--- config.mk ---
export PLATFORM = sky130hd
export DESIGN_NAME = intr_ctrl
export DESIGN_NICKNAME = d
export VERILOG_FILES = /design/src/rtl/intr_pkg.sv /design/src/rtl/prio_enc.sv /design/src/rtl/intr_ctrl.sv
export SDC_FILE = /design/constraint.sdc
export NUM_CORES = 1
export LEC_CHECK = 0
export CAP_MARGIN = 20
export CORE_UTILIZATION = 46
export CTS_BUF_LIST = sky130_fd_sc_hd__clkbuf_8
export DETAILED_ROUTE_END_ITERATION = 12
export HOLD_SLACK_MARGIN = 0.06
export PLACE_DENSITY = 0.84
export REMOVE_ABC_BUFFERS = 1
export SYNTH_ARGS = -nofsm -noshare
export SYNTH_HDL_FRONTEND = slang
export SYNTH_HIERARCHICAL = 1
export SYNTH_SLANG_ARGS = --single-unit
--- constraint.sdc ---
create_clock -name clk -period 2.02 [get_ports clk]
set_input_delay 0.303 -clock clk [delete_from_list [all_inputs] [get_ports clk]]
set_output_delay 0.303 -clock clk [all_outputs]
set_load 0.05 [all_outputs]
--- src/rtl/intr_pkg.sv ---
// rtl/intr_pkg.sv - shared state encoding, default sizing and vector math for the interrupt controller
package intr_pkg;

    typedef enum logic [1:0] {
        IDLE    = 2'd0,
        TAKE    = 2'd1,
        SERVICE = 2'd2
    } intr_state_e;

    localparam int DEF_NCH    = 4;
    localparam int DEF_AW     = 10;
    localparam int DEF_BASE   = 824;
    localparam int DEF_STRIDE = 50;

    // Callers truncate to their address width; the low bits match an AW+8 bit computation.
    function automatic int unsigned vec_addr(input int unsigned base,
                                             input int unsigned stride,
                                             input int unsigned id);
        return base + id * stride;
    endfunction

endpackage

--- src/rtl/prio_enc.sv ---
// rtl/prio_enc.sv - combinational fixed-priority encoder, lowest set index wins
module prio_enc #(
    parameter int N  = 4,
    parameter int IW = (N > 1) ? $clog2(N) : 1
) (
    input  logic [N-1:0]  req,
    output logic          valid,
    output logic [IW-1:0] idx
);

    // Scan downward so the last assignment belongs to the lowest set bit.
    always_comb begin
        valid = |req;
        idx   = '0;
        for (int i = N - 1; i >= 0; i--) begin
            if (req[i]) begin
                idx = IW'(i);
            end
        end
    end

endmodule

--- src/rtl/intr_ctrl.sv ---
// rtl/intr_ctrl.sv - vectored interrupt controller top; define INTR_EDGE_EN for edge-triggered requests
module intr_ctrl
    import intr_pkg::*;
#(
    parameter int            NCH      = DEF_NCH,
    parameter int            AW       = DEF_AW,
    parameter int            BASE     = DEF_BASE,
    parameter int            STRIDE   = DEF_STRIDE,
    parameter logic [NCH-1:0] MASK_RST = '1,
    localparam int           IDW      = (NCH > 1) ? $clog2(NCH) : 1
) (
    input  logic           clk,
    input  logic           reset,
    input  logic [NCH-1:0] irq,
    input  logic           fin,
    input  logic           mask_we,
    input  logic [NCH-1:0] mask_wd,
    output logic           s_interrup,
    output logic [AW-1:0]  dir,
    output logic           busy,
    output logic [IDW-1:0] cur_id,
    output logic [NCH-1:0] pending,
    output logic [NCH-1:0] mask
);

    generate
        if (NCH < 1 || NCH > 16) begin : g_bad_nch
            $error("intr_ctrl: NCH must be in 1..16");
        end
        if (longint'(BASE) + longint'(NCH - 1) * longint'(STRIDE) >= (longint'(1) << AW)) begin : g_bad_vec
            $error("intr_ctrl: highest vector does not fit in AW bits");
        end
    endgenerate

    intr_state_e    state, state_nxt;
    logic [NCH-1:0] set_ev;
    logic [NCH-1:0] elig;
    logic [NCH-1:0] take_clr;
    logic           win_valid;
    logic [IDW-1:0] win_id;

`ifdef INTR_EDGE_EN
    logic [NCH-1:0] irq_q;

    always_ff @(posedge clk) begin
        if (reset) begin
            irq_q <= '0;
        end else begin
            irq_q <= irq;
        end
    end

    assign set_ev = irq & ~irq_q;
`else
    assign set_ev = irq;
`endif

    assign elig = pending & mask;

    prio_enc #(.N(NCH), .IW(IDW)) u_prio (
        .req   (elig),
        .valid (win_valid),
        .idx   (win_id)
    );

    always_comb begin
        take_clr = '0;
        if (state == IDLE && win_valid) begin
            take_clr[win_id] = 1'b1;
        end
    end

    // A new request landing on the bit being taken keeps it pending.
    always_ff @(posedge clk) begin
        if (reset) begin
            pending <= '0;
            mask    <= MASK_RST;
        end else begin
            pending <= (pending & ~take_clr) | set_ev;
            if (mask_we) begin
                mask <= mask_wd;
            end
        end
    end

    always_ff @(posedge clk) begin
        if (reset) begin
            state <= IDLE;
        end else begin
            state <= state_nxt;
        end
    end

    always_comb begin
        state_nxt = state;
        case (state)
            IDLE:    if (win_valid) state_nxt = TAKE;
            TAKE:    state_nxt = SERVICE;
            SERVICE: if (fin) state_nxt = IDLE;
            default: state_nxt = IDLE;
        endcase
    end

    always_ff @(posedge clk) begin
        if (reset) begin
            dir    <= '0;
            cur_id <= '0;
        end else if (state == IDLE) begin
            if (win_valid) begin
                cur_id <= win_id;
                dir    <= AW'(vec_addr(BASE, STRIDE, 32'(win_id)));
            end else begin
                dir <= '0;
            end
        end else if (state == SERVICE && fin) begin
            dir <= '0;
        end
    end

    assign s_interrup = (state == TAKE);
    assign busy       = (state == TAKE) || (state == SERVICE);

endmodule

==> results.py <==
metrics = {
    "status": {
        "status": "completed",
    },
    "drt": {
        "wl_mm": 1.91,
        "wl_per_cell_um": 11.3,
        "dr.pass1.iters": 4,
        "via_per_inst": 4.73,
        "drt_iter0_drc": 8,
        "drc": 0,
        "ant_nets": 0,
        "vias": 799,
    },
    "hold_path": {
        "worstHoldPathType": "flip-flop to flip-flop",
    },
    "sta": {
        "relSlewSlack_pct": 66.8,
        "setup_violations": 0,
        "min_period_ns": 1.73,
        "setup_tns_ns": 0,
        "fmax_mhz": 577,
        "hold_viol": 0,
        "worst_pin_slew_ns": 0.496,
        "rsz0062_at_grt": "false",
        "maxSlewViolCount": 0,
        "hold_ws_ns": 0.453,
        "post-route-period-util_pct": 85.8,
        "finalClockSkew_ns": 0.00556,
    },
    "grt": {
        "antenna_found_initial": 0,
        "track_usage_pct": 17.6,
        "grt_pass1_vias": 789,
        "grt_max_degree": 13,
        "grt.overflow.total": 0,
        "grt_pass1_wl_mm": 3.31,
    },
    "synthesis": {
        "synth_edf_count": 0,
        "synth.distinct_cells": 25,
        "yosys_warnings": 6,
        "synthesis.area_um2": 1010,
        "netlist_top_cells_area": "dfxtp_1 (40%), ha_1 (12%), o21ai_2 (5.2%)",
        "synthCells": 109,
        "synth_most_common_cell": "dfxtp_1",
        "yosys-top-cells-count": "dfxtp_1 (20), nand2_1 (12), ha_1 (10)",
        "ys_ff_latch": 20,
        "synth.avg_cell_area_um2": 9.23,
        "synth_top_cell_area_share_pct": 39.8,
        "synthFlopType": "dfxtp_1",
        "synthArstFlopShare_pct": 0,
        "synth-seq-area-share_pct": 39.8,
        "yosysTopAreaCell": "dfxtp_1",
    },
    "placement": {
        "io_buffers": 32,
        "placed_cell_area_um2": 1330,
        "dp.final_hpwl_mm": 1.51,
        "place_inst": 165,
        "globalplace.congestion": 0.771,
    },
    "clocking": {
        "htreeDepth": 1,
        "cts_tree": "built",
        "clkSlewWorstSetupHoldPaths_ns": 0.08,
        "cts_buffers": 3,
        "cts_setup_buffers": 0,
        "ctsResizeCount": 0,
        "clk_latency_ns": 0.25,
        "clock_path_buffers": 2,
        "root_buffer": "clkbuf_8",
        "hold_buffers": 0,
        "cts.sinks": 20,
    },
    "floorplanning": {
        "die_y_um": 48.8,
        "dieArea_um2": 2380,
        "rows": 16,
        "start_util_pct": 50.3,
        "dieWidth_um": 48.8,
        "core_area_um2": 2000,
        "num_io_pins": 34,
    },
    "worst_setup_path": {
        "worst_setup_path_end_kind": "output pin",
        "crit_arrival_ns": 1.43,
        "path_class": "flip-flop to output pin",
        "path_cells": "clkdlybuf4s50_1",
        "cpMaxStageDelayCell": "clkdlybuf4s50_1",
        "cp.required_ns": 1.72,
        "crit_family": "buffers and inverters",
        "cpPeakStageDelay_ns": 0.81,
        "path_max_fanout": 3,
        "startpoint_type": "flip-flop",
        "path_buf_inv": 1,
    },
    "flow_run": {
        "maxCapViolCount": 0,
    },
    "final_layout": {
        "drive_gt1_share_pct": 12.7,
        "fillers": 158,
        "area_growth_pct": 39.1,
        "stdcell_count": 169,
        "final_area_um2": 1400,
        "antennaDiodeCount": 0,
        "layout.nets": 165,
    },
    "pwr": {
        "p_leak_nw": 0.594,
        "ir_drop_v": 0.000926,
        "p_per_area_nw_per_um2": 1280,
    },
}
## path summary, 6_finish.rpt
path / start / to / slack (ns) / depth (start not counted)
worst min register to register: dir[3] / dir[3] / 0.45 / 2
worst max-delay path: pending[2] / pending[2] / 0.29 / 1
worst min-delay path: dir[3] / dir[3] / 0.45 / 2
worst max register to register: pending[2] / pending[0] / 0.40 / 9
## metal layers
metal  global-route usage, %  wire (um)  vias to the layer above
met4                    5.88         12                        0
met5                       0          0                        -
met1                    20.7        829                      351
li1                        -          -                      418
met2                    31.9        940                       28
met3                    2.83        126                        2
## placed cells by master, fill, tap and decap left out, types with 5 or more instances in the layout
cell and instances:
ha_1 10, a21oi_1 6, buf_4 5, inv_1 7, clkdlybuf4s50_1 30, nand3_1 6
nand2b_1 5, o21ai_2 6, dfxtp_1 20, nand2_1 12, nor2_1 8
## state kept, by name, indices dropped and copies added, names as in the netlist
name and count:
dir 8, cur_id 2, mask 4, state 2, pending 4
## kinds of logic (layout without fill, tap and decap cells)
| group | after synthesis | in the layout | share of synthesized area (%) |
|---|---|---|---|
| compound gates | 20 | 20 | 16.2 |
| xor+xnor | 1 | 1 | 0.871 |
| fa+ha+maj | 10 | 10 | 12.4 |
| buf+inv | 13 | 46 | 7.59 |
| flops | 20 | 20 | 39.8 |
| mux | 2 | 2 | 1.99 |
| other cells | 1 | 1 | 0.373 |
| simple gates | 42 | 42 | 20.8 |
## layout make-up
type                       count  area, um2  area share, %
inverter                       7       26.3           1.88
sequential                    20        400           28.6
clock inverter                 1       30.0           2.15
tap                           27       33.8           2.42
multi-input combinational     76        529           37.8
timing repair buffer          35        338           24.2
clock buffer                   3       41.3           2.95
## metrics by stage
stage	utilization [%]	setup slack, ns	total power, mW
6_report	69.9	0.286	1.79
3_3_place_gp	66.3	0.507	1.39
3_5_place_dp	66.3	0.440	1.41
5_1_grt	69.9	0.232	1.89
2_1_floorplan	-	-0.0547	1.16
4_1_cts	69.9	0.278	1.80
## power by group
group / total (mW) / internal, mW / switching [mW] / leakage (nW)
combinational: 0.871 / 0.293 / 0.578 / 0.392
sequential: 0.525 / 0.477 / 0.0478 / 0.166
clock: 0.391 / 0.264 / 0.127 / 0.0357
total: 1.79 / 1.03 / 0.753 / 0.594
No activity file was read; power rests on OpenSTA's default activity.
